===== config.mk =====
export PLATFORM = sky130hd
export DESIGN_NAME = trap_controller
export DESIGN_NICKNAME = d
export VERILOG_FILES = /design/src/rtl/trap_pkg.sv /design/src/rtl/trap_csr_file.sv /design/src/rtl/trap_controller.sv
export SDC_FILE = /design/constraint.sdc
export NUM_CORES = 1
export LEC_CHECK = 0
export BUFFER_PORTS_ARGS = -buffer_cell sky130_fd_sc_hd__buf_2
export CORE_ASPECT_RATIO = 0.9
export CORE_MARGIN = 5
export CORE_UTILIZATION = 57
export DETAILED_ROUTE_END_ITERATION = 10
export PLACE_DENSITY_LB_ADDON = 0.08
export SLEW_MARGIN = 5
export SYNTH_ARGS = -nofsm -noshare
export SYNTH_HDL_FRONTEND = slang
export SYNTH_SLANG_ARGS = --single-unit

===== constraint.sdc =====
create_clock -name clk -period 8.45 [get_ports clk]
set_input_delay 0.845 -clock clk [delete_from_list [all_inputs] [get_ports clk]]
set_output_delay 0.845 -clock clk [all_outputs]
set_load 0.02 [all_outputs]

===== src/rtl/trap_pkg.sv =====
// Shared constants and types for the machine-mode trap unit: CSR addresses,
// CSR op encodings, cause codes, mstatus field positions and FSM states.
package trap_pkg;

   localparam logic [11:0] CSR_MSTATUS = 12'h300;
   localparam logic [11:0] CSR_MIE     = 12'h304;
   localparam logic [11:0] CSR_MTVEC   = 12'h305;
   localparam logic [11:0] CSR_MEPC    = 12'h341;
   localparam logic [11:0] CSR_MCAUSE  = 12'h342;
   localparam logic [11:0] CSR_MTVAL   = 12'h343;
   localparam logic [11:0] CSR_MIP     = 12'h344;

   localparam logic [1:0] CSR_OP_NONE = 2'b00;
   localparam logic [1:0] CSR_OP_RW   = 2'b01;
   localparam logic [1:0] CSR_OP_RS   = 2'b10;
   localparam logic [1:0] CSR_OP_RC   = 2'b11;

   localparam logic [3:0] EXC_ILLEGAL     = 4'd2;
   localparam logic [3:0] EXC_EBREAK      = 4'd3;
   localparam logic [3:0] EXC_LOAD_FAULT  = 4'd5;
   localparam logic [3:0] EXC_STORE_FAULT = 4'd7;
   localparam logic [3:0] EXC_ECALL_M     = 4'd11;

   // irq[i] lives at mip/mie bit IRQ_CAUSE_BASE+i and reports that cause code
   localparam int IRQ_CAUSE_BASE = 16;

   localparam int MSTATUS_MIE_BIT  = 3;
   localparam int MSTATUS_MPIE_BIT = 7;
   localparam int MSTATUS_MPP_LO   = 11;

   typedef enum logic {
      ST_IDLE  = 1'b0,
      ST_REDIR = 1'b1
   } trap_state_t;

endpackage


===== src/rtl/trap_csr_file.sv =====
// Trap CSR storage: read mux, rw/rs/rc write path, per-field masking and the
// single-edge commit of trap / mret updates.
module trap_csr_file
   import trap_pkg::*;
#(
   parameter int               XLEN        = 32,
   parameter int               NUM_IRQ     = 4,
   parameter bit               VECTORED_EN = 1'b1,
   parameter logic [XLEN-1:0]  RESET_MTVEC = '0
) (
   input  logic               clk,
   input  logic               rst,
   input  logic [1:0]         csr_op,
   input  logic [11:0]        csr_addr,
   input  logic [XLEN-1:0]    csr_wdata,
   input  logic               csr_we,
   input  logic [NUM_IRQ-1:0] irq,
   input  logic               take_trap,
   input  logic               take_mret,
   input  logic [XLEN-1:0]    trap_cause,
   input  logic [XLEN-1:0]    trap_epc,
   input  logic [XLEN-1:0]    trap_tval,
   output logic [XLEN-1:0]    csr_rdata,
   output logic               status_mie,
   output logic [NUM_IRQ-1:0] irq_enabled,
   output logic [XLEN-1:0]    mtvec,
   output logic [XLEN-1:0]    mepc
);

   // Direct-only builds also clear MODE so it always reads back 0
   localparam logic [XLEN-1:0] MTVEC_MASK = VECTORED_EN ? ~XLEN'(2) : ~XLEN'(3);

   logic               mst_mie;
   logic               mst_mpie;
   logic [NUM_IRQ-1:0] mie_q;
   logic [NUM_IRQ-1:0] mip_q;
   logic [XLEN-1:0]    mtvec_q;
   logic [XLEN-1:0]    mepc_q;
   logic [XLEN-1:0]    mcause_q;
   logic [XLEN-1:0]    mtval_q;

   logic [XLEN-1:0]    mstatus_word;
   logic [XLEN-1:0]    mie_word;
   logic [XLEN-1:0]    mip_word;
   logic [XLEN-1:0]    wnew;
   logic               write_en;

   always_comb begin
      mstatus_word = '0;
      mstatus_word[MSTATUS_MIE_BIT]       = mst_mie;
      mstatus_word[MSTATUS_MPIE_BIT]      = mst_mpie;
      mstatus_word[MSTATUS_MPP_LO +: 2]   = 2'b11;
      mie_word = '0;
      mie_word[IRQ_CAUSE_BASE +: NUM_IRQ] = mie_q;
      mip_word = '0;
      mip_word[IRQ_CAUSE_BASE +: NUM_IRQ] = mip_q;
   end

   always_comb begin
      case (csr_addr)
         CSR_MSTATUS: csr_rdata = mstatus_word;
         CSR_MIE:     csr_rdata = mie_word;
         CSR_MTVEC:   csr_rdata = mtvec_q;
         CSR_MEPC:    csr_rdata = mepc_q;
         CSR_MCAUSE:  csr_rdata = mcause_q;
         CSR_MTVAL:   csr_rdata = mtval_q;
         CSR_MIP:     csr_rdata = mip_word;
         default:     csr_rdata = '0;
      endcase
   end

   always_comb begin
      case (csr_op)
         CSR_OP_RW: wnew = csr_wdata;
         CSR_OP_RS: wnew = csr_rdata | csr_wdata;
         CSR_OP_RC: wnew = csr_rdata & ~csr_wdata;
         default:   wnew = csr_rdata;
      endcase
   end

   assign write_en = csr_we && (csr_op != CSR_OP_NONE);

   always_ff @(posedge clk or posedge rst) begin
      if (rst) begin
         mst_mie  <= 1'b0;
         mst_mpie <= 1'b0;
         mie_q    <= '0;
         mip_q    <= '0;
         mtvec_q  <= RESET_MTVEC & MTVEC_MASK;
         mepc_q   <= '0;
         mcause_q <= '0;
         mtval_q  <= '0;
      end else begin
         mip_q <= irq;
         if (take_trap) begin
            mepc_q   <= trap_epc & ~XLEN'(3);
            mcause_q <= trap_cause;
            mtval_q  <= trap_tval;
            mst_mpie <= mst_mie;
            mst_mie  <= 1'b0;
         end else if (take_mret) begin
            mst_mie  <= mst_mpie;
            mst_mpie <= 1'b1;
         end else if (write_en) begin
            case (csr_addr)
               CSR_MSTATUS: begin
                  mst_mie  <= wnew[MSTATUS_MIE_BIT];
                  mst_mpie <= wnew[MSTATUS_MPIE_BIT];
               end
               CSR_MIE:    mie_q    <= wnew[IRQ_CAUSE_BASE +: NUM_IRQ];
               CSR_MTVEC:  mtvec_q  <= wnew & MTVEC_MASK;
               CSR_MEPC:   mepc_q   <= wnew & ~XLEN'(3);
               CSR_MCAUSE: mcause_q <= wnew;
               CSR_MTVAL:  mtval_q  <= wnew;
               default:    ;
            endcase
         end
      end
   end

   assign status_mie  = mst_mie;
   assign irq_enabled = mip_q & mie_q;
   assign mtvec       = mtvec_q;
   assign mepc        = mepc_q;

endmodule


===== src/rtl/trap_controller.sv =====
// Machine-mode trap unit: picks exception / mret / interrupt at WB, commits the
// trap CSRs in one edge and drives a one-cycle registered redirect plus flushes.
module trap_controller
   import trap_pkg::*;
#(
   parameter int               XLEN        = 32,
   parameter int               NUM_IRQ     = 4,
   parameter bit               VECTORED_EN = 1'b1,
   parameter logic [XLEN-1:0]  RESET_MTVEC = 32'h0000_0000
) (
   input  logic               clk,
   input  logic               rst,
   input  logic [1:0]         csr_op,
   input  logic [11:0]        csr_addr,
   input  logic [XLEN-1:0]    csr_wdata,
   output logic [XLEN-1:0]    csr_rdata,
   input  logic               exc_valid,
   input  logic [3:0]         exc_code,
   input  logic [XLEN-1:0]    exc_tval,
   input  logic               mret,
   input  logic [NUM_IRQ-1:0] irq,
   input  logic [XLEN-1:0]    epc_cur,
   input  logic [XLEN-1:0]    epc_next,
   output logic               redirect_valid,
   output logic [XLEN-1:0]    redirect_pc,
   output logic               flush_fd,
   output logic               flush_de,
   output logic               flush_em,
   output logic               flush_mw,
   output logic               regwrite_cancel,
   output logic               trap_busy
);

   // Handshake: redirect_valid is a one-cycle strobe; IF must take redirect_pc
   // in that cycle (no ready/backpressure), and the flushes are valid alongside it.

   trap_state_t        state;
   logic               status_mie;
   logic [NUM_IRQ-1:0] irq_enabled;
   logic [XLEN-1:0]    mtvec;
   logic [XLEN-1:0]    mepc;

   logic               irq_hit;
   logic [XLEN-1:0]    irq_code;
   logic               idle;
   logic               take_exc;
   logic               take_mret;
   logic               take_int;
   logic               take_trap;
   logic [XLEN-1:0]    trap_cause;
   logic [XLEN-1:0]    trap_epc;
   logic [XLEN-1:0]    trap_tval;
   logic [XLEN-1:0]    trap_base;
   logic [XLEN-1:0]    trap_target;
   logic [XLEN-1:0]    next_pc;

   // Descending scan so the lowest enabled irq index is the final winner
   always_comb begin
      irq_hit  = 1'b0;
      irq_code = '0;
      for (int i = NUM_IRQ - 1; i >= 0; i--) begin
         if (irq_enabled[i]) begin
            irq_hit  = 1'b1;
            irq_code = XLEN'(IRQ_CAUSE_BASE + i);
         end
      end
   end

   assign idle      = (state == ST_IDLE);
   assign take_exc  = idle && exc_valid;
   assign take_mret = idle && !exc_valid && mret;
   assign take_int  = idle && !exc_valid && !mret && status_mie && irq_hit;
   assign take_trap = take_exc || take_int;

   assign trap_cause = take_exc ? XLEN'(exc_code) : ({1'b1, {(XLEN-1){1'b0}}} | irq_code);
   assign trap_epc   = take_exc ? epc_cur  : epc_next;
   assign trap_tval  = take_exc ? exc_tval : '0;

   assign trap_base   = mtvec & ~XLEN'(3);
   assign trap_target = (VECTORED_EN && mtvec[0] && take_int) ? trap_base + (irq_code << 2)
                                                             : trap_base;
   assign next_pc     = take_mret ? mepc : trap_target;

   trap_csr_file #(
      .XLEN        (XLEN),
      .NUM_IRQ     (NUM_IRQ),
      .VECTORED_EN (VECTORED_EN),
      .RESET_MTVEC (RESET_MTVEC)
   ) u_csr (
      .clk         (clk),
      .rst         (rst),
      .csr_op      (csr_op),
      .csr_addr    (csr_addr),
      .csr_wdata   (csr_wdata),
      .csr_we      (idle && !take_trap && !take_mret),
      .irq         (irq),
      .take_trap   (take_trap),
      .take_mret   (take_mret),
      .trap_cause  (trap_cause),
      .trap_epc    (trap_epc),
      .trap_tval   (trap_tval),
      .csr_rdata   (csr_rdata),
      .status_mie  (status_mie),
      .irq_enabled (irq_enabled),
      .mtvec       (mtvec),
      .mepc        (mepc)
   );

   always_ff @(posedge clk or posedge rst) begin
      if (rst) begin
         state           <= ST_IDLE;
         redirect_valid  <= 1'b0;
         redirect_pc     <= '0;
         flush_fd        <= 1'b0;
         flush_de        <= 1'b0;
         flush_em        <= 1'b0;
         flush_mw        <= 1'b0;
         regwrite_cancel <= 1'b0;
      end else begin
         redirect_valid  <= 1'b0;
         flush_fd        <= 1'b0;
         flush_de        <= 1'b0;
         flush_em        <= 1'b0;
         flush_mw        <= 1'b0;
         regwrite_cancel <= 1'b0;
         if (state == ST_IDLE) begin
            if (take_trap || take_mret) begin
               state          <= ST_REDIR;
               redirect_valid <= 1'b1;
               redirect_pc    <= next_pc;
               flush_fd       <= 1'b1;
               flush_de       <= 1'b1;
               flush_em       <= 1'b1;
               // Only an exception kills the WB instruction; interrupts let it retire
               flush_mw        <= take_exc;
               regwrite_cancel <= take_exc;
            end
         end else begin
            state <= ST_IDLE;
         end
      end
   end

   assign trap_busy = (state != ST_IDLE);

endmodule


==> results of run 1 <==
[cell usage after synthesis, types with 25 or more instances]
cell and instances:
nand2_1 168, dfrtp_1 167, o21ai_0 118, a21oi_1 77, nor2_1 75, clkbuf_1 57
nand3_1 51, a22oi_1 48, xnor2_1 32, a22o_1 26, buf_2 25
[sequential cells by signal (all words and copies together) (netlist names)]
register,count
trap_busy,1
u_csr.mie_q,4
u_csr.mepc,30
u_csr.status_mie,1
u_csr.mst_mpie,1
redirect_pc,30
u_csr.mcause_q,32
u_csr.mtval_q,32
u_csr.mip_q,4
regwrite_cancel,1
u_csr.mtvec,31
[cell type report]
class,count,area (um2),area share [%]
Multi-Input combinational cell,918,5630,46.8
Sequential cell,167,4180,34.8
Timing Repair Buffer,239,1250,10.4
Inverter,22,87.6,0.729
Clock inverter,13,121,1.01
Tap cell,240,300,2.50
Clock buffer,19,453,3.77
[cell families after synthesis]
family	count (synthesis)	share of synthesized area, %
flops	167	40.6
buf+inv	122	5.12
compound gates	422	27.2
fa+ha+maj	4	0.559
mux	34	3.59
simple gates	410	19.0
xor+xnor	46	3.91
other cells	1	0.0364
[power breakdown]
group,internal (mW),switching (mW)
registers,0.889,0.0775
clock network,0.424,0.353
logic,0.173,0.269
total,1.49,0.699
[through the flow]
stage	instances	cell area [um2]	total power [mW]	utilization (%)
finish	1618	12000	2.18	68.0
global route	1618	12000	2.26	68.0
CTS	1618	12000	2.17	68.0
detailed placement	1586	11400	1.41	64.8
global placement	1586	11400	1.40	64.8
floorplan	1207	10300	1.24	-
[per-layer routing]
metal	global-route usage [%]	vias to the layer above
met5	0	-
met2	55.6	766
met3	9.01	140
met1	49.9	5000
li1	-	4787
met4	18.3	0
[worst register-to-register path: stages (launching register included)]
cell and delay [ns]:
dfrtp_1 0.43, a22oi_1 0.54, a21oi_2 0.31, nor2_4 0.31, buf_4 0.66, nand2_1 0.67
o21ai_0 0.35
[final timing paths]
| kind | from | endpoint | slack, ns | depth (start not counted) |
|---|---|---|---|---|
| worst max-delay path | csr_addr[0] | csr_rdata[4] | 3.87 | 7 |
| worst min register to register | u_csr.mcause_q[14] | u_csr.mcause_q[14] | 0.48 | 2 |
| max in group asynchronous | rst | u_csr.mepc[30] | 6.42 | 3 |
| worst max register to register | u_csr.mie_q[2] | u_csr.mcause_q[8] | 5.09 | 6 |
| worst min-delay path | u_csr.mcause_q[14] | u_csr.mcause_q[14] | 0.48 | 2 |
| min in group asynchronous | rst | redirect_pc[3] | 0.58 | 2 |
==> reports/qor.yml, run 1 <==
critical_path:
  path_cells: "buf_2 -> buf_4 -> or3b_2 -> nor4_4 -> buf_4 -> o2bb2ai_1 -> buf_2"
  setup.worst_path.start_class: "input pin"
  cp.buffers_inverters: 4
  cp_max_fo: 30
  cp_top_family: "buffers and inverters"
  worstPathArrival_ns: 3.74
  crit_type: "in -> out"
  crit_required_ns: 7.61
  end_kind: "output pin"
  cp_slowest_cell: "or3b_2"
  critPathMaxStageDelay_ns: 0.52
logic_synthesis:
  netlist_instances: 1206
  synthArstFlopShare_pct: 100
  ys_top_cells_by_area: "dfrtp_1 41%, nand2_1 6.1%, o21ai_0 5.7%"
  ys_seq_elements: 167
  synth_area_leader_cell: "dfrtp_1"
  ys_seq_area_share_pct: 40.6
  ys_warn_count: 0
  synth_cell_types: 74
  netlist_area_um2: 10300
  synth-edff-count: 0
  ys_dominant_reg_cell: "dfrtp_1"
  avgSynthCellArea_um2: 8.54
  synth_top_area_share_pct: 40.6
global_routing:
  grt_pass1_wl_um: 57900
  grt_max_degree: 102
  grt_pass1_vias: 10200
  antenna_found_initial: 0
  grt_util_all_layers_pct: 36.9
  grt-ovfl-total: 0
cells_and_area:
  layout_common_cells: "218 x buf_2, 167 x nand2_1, 167 x dfrtp_1, 118 x o21ai_0, 76 x a21oi_1"
  nets: 1523
  num-fill-cells: 1468
  final_common_cell: "buf_2"
  n_antenna_cell: 0
  drive_gt1_share_pct: 23.4
  syn_to_final_growth_pct: 16.7
sta:
  period_share_pct: 54.2
  grt_setup_unrepaired: "no"
  hold_viol: 0
  final.min_clock_period_ns: 4.58
  worst_pin_slew_ns: 1.11
  whs_ns: 0.483
  final-setup-viol-count: 0
  maxSlewViolCount: 0
  max_freq_ghz: 0.218
  skew_ns: 0.0107
  tns_ns: 0
  fin_ws_ns: 3.87
  maxSlewHeadroom_pct: 25.8
detailed_routing:
  ant_nets: 0
  wl_met3_um: 4920
  top_layer_used: "met4"
  drt-met1-wl_um: 14600
  wl_um: 38500
  wl_per_cell_um: 23.8
  viasPerCell: 6.61
  drt_first_pass_iters: 7
  vias: 10700
  first_iter_violations: 1359
  wl_met2_um: 17000
  drc: 0
floorplanning:
  die_area_um2: 20900
  num_io_pins: 225
  start_util_pct: 58.3
  coreArea_um2: 17700
  rows: 46
  floorplan.die.height_um: 137
  die_x_um: 152
place:
  portBuffers: 218
  dpl_worst_slack_ns: 3.97
  gp_congestion: 0.976
  hpwl_um: 26300
clock_tree:
  cts.sinks: 167
  cts.repair.resized: 0
  clock_latency_ns: 0.44
  cts_hold_buf: 0
  cts_setup_buffers: 0
  cts_buffers: 17
  htreeDepth: 4
  clk_path_buf_depth: 2
  cts_tree: "built"
  cts-root-buf: "clkbuf_16"
  clkTransAtPathRegs_ns: 0.07
power_and_ir_drop:
  powerDensity_nw_per_um2: 182
  p_leak_nw: 5.57
  ir_drop_mv: 0.127
job:
  drv_cap: 0
min_path:
  hp-class: "reg -> reg"
run_status:
  status: "finished, final reports clean"
Power figures use the tool's default switching activity.
==> inputs of run 2 (changes only) <==
Settings changed: CORE_UTILIZATION 57 to 56.
Clock period 8.45 ns to 4.45 ns, I/O delays scaled along.
==> reports/qor.yml, run 2 (synthesis results as in run 1) <==
run_status:
  status: "finished, final reports clean"
place:
  portBuffers: 218
  gp_congestion: 0.970
  dpl_worst_slack_ns: 0.985
  hpwl_um: 27100
global_routing:
  grt-ovfl-total: 0
  grt_max_degree: 100
  antenna_found_initial: 0
  grt_pass1_vias: 10300
  grt_util_all_layers_pct: 35.8
  grt_pass1_wl_um: 59600
critical_path:
  r2r_setup_slack_ns: 1.0
  worstPathArrival_ns: 3.80
  end_kind: "register"
  reg2regPathDepth: 10
  setup.worst_path.start_class: "register"
  reg2reg_from: "u_csr.mie_q[1]"
  cp_max_fo: 10
  crit_type: "reg -> reg"
  reg2reg_to: "redirect_pc[22]"
  cp_slowest_cell: "a22oi_1"
  path_cells: "a22oi_1 -> nor2b_1 -> inv_1 -> fa_1 -> and3b_1 -> a21o_1 -> and2_1 -> nand3_1 -> xor2_1 -> o21ai_0"
  crit_required_ns: 4.80
  critPathMaxStageDelay_ns: 0.59
sta:
  worst_pin_slew_ns: 1.00
  tns_ns: 0
  fin_ws_ns: 1.00
  skew_ns: 0.00944
  period_share_pct: 77.5
  hold_viol: 0
  grt_setup_unrepaired: "no"
  final.min_clock_period_ns: 3.45
  whs_ns: 0.108
  final-setup-viol-count: 0
  maxSlewHeadroom_pct: 32.5
  maxSlewViolCount: 0
  max_freq_ghz: 0.290
detailed_routing:
  wl_um: 38900
  viasPerCell: 6.59
  first_iter_violations: 1223
  vias: 10800
  drc: 0
  ant_nets: 0
  drt_first_pass_iters: 6
  wl_per_cell_um: 23.7
clock_tree:
  cts.sinks: 167
  cts_buffers: 17
  cts_tree: "built"
  clk_path_buf_depth: 2
  cts.repair.resized: 0
  clkTransAtPathRegs_ns: 0.07
  cts-root-buf: "clkbuf_16"
  clock_latency_ns: 0.44
  htreeDepth: 4
  cts_setup_buffers: 0
job:
  drv_cap: 0
min_path:
  whs_path_depth: 1
  hold_path_startpoint: "irq[2]"
  whs_endpoint: "u_csr.mip_q[2]"
  hp-class: "in -> reg"
floorplanning:
  die_x_um: 153
  num_io_pins: 225
  rows: 47
  die_area_um2: 21200
  floorplan.die.height_um: 139
  start_util_pct: 56.5
  coreArea_um2: 18200
cells_and_area:
  syn_to_final_growth_pct: 18.7
  final_common_cell: "buf_2"
  nets: 1545
  n_antenna_cell: 0
  layout_common_cells: "218 x buf_2, 168 x nand2_1, 167 x dfrtp_1, 118 x o21ai_0, 76 x a21oi_1"
  fin_util_pct: 67.0
  drive_gt1_share_pct: 24.4
power_and_ir_drop:
  ir_drop_mv: 0.240
  powerDensity_nw_per_um2: 342
  finalPower_mw: 4.18
  p_leak_nw: 5.68
## run 2: critical path, delay by kind of cell, from the launching register on
family          cells  cell delay, ns
simple gates        4            1.23
compound gates      3            0.98
fa+ha+maj           1            0.46
flops               1            0.42
xor+xnor            1            0.17
buf+inv             1            0.10
## run 2: worst max path at each step
stage,end,startpoint,slack (ns)
floorplan,redirect_pc[14],u_csr.mie_q[1],1.87
global placement,u_csr.mtval_q[3],csr_addr[6],1.06
detailed placement,u_csr.mtval_q[20],csr_addr[6],0.98
CTS,redirect_pc[22],u_csr.mie_q[1],1.09
global route,redirect_pc[30],u_csr.mie_q[1],0.89
finish,redirect_pc[22],u_csr.mie_q[1],1.0
## run 2: cell type report
cell class                 instances  area [um2]
clock buffer                      17         425
clock inverter                    15         145
fill                            1524        6010
inverter                          22        86.3
multi-input combinational        918        5630
sequential                       167        4180
tap                              245         307
timing repair buffer             261        1440
## run 2: timing repair
action,CTS,global route
hold buffers,1,0
endpoints found under the setup margin,0,0
hold endpoints to repair,9,0
## run 2: power by group
group	switching, mW	leakage [nW]	internal, mW
registers	0.149	2.13	1.69
clock network	0.702	0.283	0.786
logic	0.515	3.27	0.341
## run 2: stage by stage
| stage | instances | area (um2) |
|---|---|---|
| after floorplan | 1207 | 10300 |
| after global placement | 1612 | 11600 |
| after detailed placement | 1612 | 11600 |
| after CTS | 1645 | 12200 |
| after global routing | 1645 | 12200 |
| final | 1645 | 12200 |
## run 2: metal layers
| layer | global-route usage [%] | vias up | wire [um] |
|---|---|---|---|
| met3 | 10.8 | 124 | 4850 |
| met1 | 47.6 | 5158 | 14900 |
| met5 | 0 | - | 0 |
| li1 | - | 4813 | - |
| met4 | 14.3 | 0 | 1660 |
| met2 | 55.0 | 753 | 17500 |
==> inputs of run 3 (changes only) <==
Settings changed: ABC_AREA from default to 1, CORE_UTILIZATION 56 to 50.
Clock period 4.45 ns to 3 ns, I/O delays scaled along.
==> reports/qor.yml, run 3 <==
run_status:
  status: "finished, final reports clean"
logic_synthesis:
  ys_dominant_reg_cell: "dfrtp_1"
  synth_cell_types: 42
  ys_seq_area_share_pct: 39.5
  synthArstFlopShare_pct: 100
  netlist_area_um2: 10600
  synth_common_cells: "401 x nand2_1, 186 x nor2_1, 167 x dfrtp_1"
  ys_seq_elements: 167
  synth_top_area_share_pct: 39.5
  avgSynthCellArea_um2: 6.91
  synth_area_leader_cell: "dfrtp_1"
  ys_top_cells_by_area: "dfrtp_1 40%, nand2_1 14%, nor2_1 6.6%"
  synth_most_common_cell: "nand2_1"
  netlist_instances: 1530
  synth-edff-count: 0
  ys_warn_count: 0
critical_path:
  setup.worst_path.start_class: "register"
  end_kind: "register"
  cp_max_fo: 5
  crit_required_ns: 3.32
  worstPathArrival_ns: 2.94
  crit_type: "reg -> reg"
detailed_routing:
  ant_nets: 0
  viasPerCell: 5.61
  vias: 11300
  wl_per_cell_um: 19.3
  first_iter_violations: 1295
  drc: 0
  wl_um: 38800
  drt_first_pass_iters: 7
clock_tree:
  cts_buffers: 17
  cts_tree: "built"
  clkTransAtPathRegs_ns: 0.08
  cts_setup_buffers: 0
  cts-root-buf: "clkbuf_16"
  htreeDepth: 4
  clock_latency_ns: 0.44
  cts.sinks: 167
  clk_path_buf_depth: 2
sta:
  skew_ns: 0.0150
  worst_pin_slew_ns: 1.01
  fin_ws_ns: 0.383
  period_share_pct: 87.2
  tns_ns: 0
  hold_viol: 0
  grt_setup_unrepaired: "no"
  maxSlewViolCount: 0
  final-setup-viol-count: 0
  max_freq_ghz: 0.382
  final.min_clock_period_ns: 2.62
  whs_ns: 0.0496
  maxSlewHeadroom_pct: 32.7
power_and_ir_drop:
  p_leak_nw: 6.71
  ir_drop_mv: 0.431
  powerDensity_nw_per_um2: 611
  finalPower_mw: 7.61
place:
  portBuffers: 218
  place_area_um2: 11800
  gp_congestion: 0.972
  hpwl_um: 29100
  dpl_worst_slack_ns: 0.351
global_routing:
  antenna_found_initial: 2
  grt_pass1_wl_um: 59600
  grt_pass1_vias: 10400
  grt_util_all_layers_pct: 32.0
  grt-ovfl-total: 0
  grt_max_degree: 168
job:
  drv_cap: 0
cells_and_area:
  regArea_um2: 4180
  syn_to_final_growth_pct: 17.7
  final_area_um2: 12400
  n_antenna_cell: 0
  final_common_cell: "nand2_1"
  drive_gt1_share_pct: 20.5
  layout_common_cells: "401 x nand2_1, 218 x buf_2, 184 x nor2_1, 167 x dfrtp_1, 133 x nand3_1"
  num-fill-cells: 2074
  nets: 1869
  multiInputGateArea_um2: 5500
floorplanning:
  floorplan.die.height_um: 148
  die_area_um2: 24100
  num_io_pins: 225
  rows: 50
  die_x_um: 163
  coreArea_um2: 20800
  start_util_pct: 50.7
min_path:
  hp-class: "in -> async"
==> run 3: changes by cell type in the layout (fill, tap and decap cells not counted), sizes merged, moves of 16 or more <==
cell / before / now
inv: 27 / 122
a22oi: 52 / 31
o211ai: 22 / 6
nand3: 51 / 134
xnor2: 32 / 0
and3: 23 / 0
a22o: 26 / 9
o21ai: 121 / 201
mux2: 23 / 0
or2: 5 / 24
o22ai: 20 / 0
nand2: 169 / 413
nor2: 75 / 196
==> run 3: what timing repair did <==
item                       CTS  global route
gates resized for setup      0             1
hold endpoints to repair     4             0
hold buffers                 4             0
setup endpoints to repair    0             1
==> run 3: stage by stage <==
step	cells	util, %
after CTS	2010	59.7
after floorplan	1531	-
after global placement	1974	56.8
after global routing	2010	59.7
after detailed placement	1974	56.8
final	2010	59.7
==> run 3: cell type report <==
class | count | area share (%)
multi-input cells | 1158 | 44.2
flip-flops and latches | 167 | 33.6
repair buffers | 253 | 11.3
clock buffers | 18 | 3.53
inverters | 114 | 3.47
well taps | 286 | 2.88
clock inverters | 14 | 1.05
==> run 3: kinds of logic after synthesis <==
family	share of synthesized area, %
buf+inv	8.64
other cells	0.0355
simple gates	32.8
compound gates	18.2
flops	39.5
xor+xnor	0.249
fa+ha+maj	0.545
==> run 3: metal layers <==
layer	track usage [%]	wire, um
met5	0	26
met3	11.0	4850
met4	7.25	811
met1	49.1	17700
met2	43.0	15400
==> run 3: power by group <==
| part | switching (mW) | internal (mW) | leakage (nW) |
|---|---|---|---|
| combinational | 1.37 | 0.700 | 4.58 |
| sequential | 0.545 | 2.82 | 1.87 |
| clock | 1.04 | 1.12 | 0.268 |
| total | 2.96 | 4.64 | 6.71 |
==> run 3: path summary, 6_finish.rpt <==
kind,from,end,slack (ns),depth (start not counted)
worst max-delay path,u_csr.mie_q[2],redirect_pc[20],0.38,17
worst min-delay path,rst,redirect_pc[19],0.05,3
worst max register to register,u_csr.mie_q[2],redirect_pc[20],0.38,17
worst min register to register,redirect_pc[22],redirect_pc[22],0.47,2
max in group asynchronous,rst,u_csr.mtval_q[13],2.13,3
min in group clk,exc_tval[1],u_csr.mtval_q[1],0.14,3
==> run 3: worst max-delay path, cell delays in order (launching register included) <==
cell	delay, ns
dfrtp_1	0.40
nand2_1	0.10
nand3_1	0.06
a21boi_0	0.18
buf_4	0.17
ha_1	0.16
inv_1	0.06
fa_2	0.38
nor2_1	0.15
nand2_1	0.08
nand2_1	0.13
nand2_1	0.14
inv_2	0.15
nand3_1	0.08
nand2_1	0.06
nand3_1	0.06
nand2_1	0.08
nand2_1	0.04
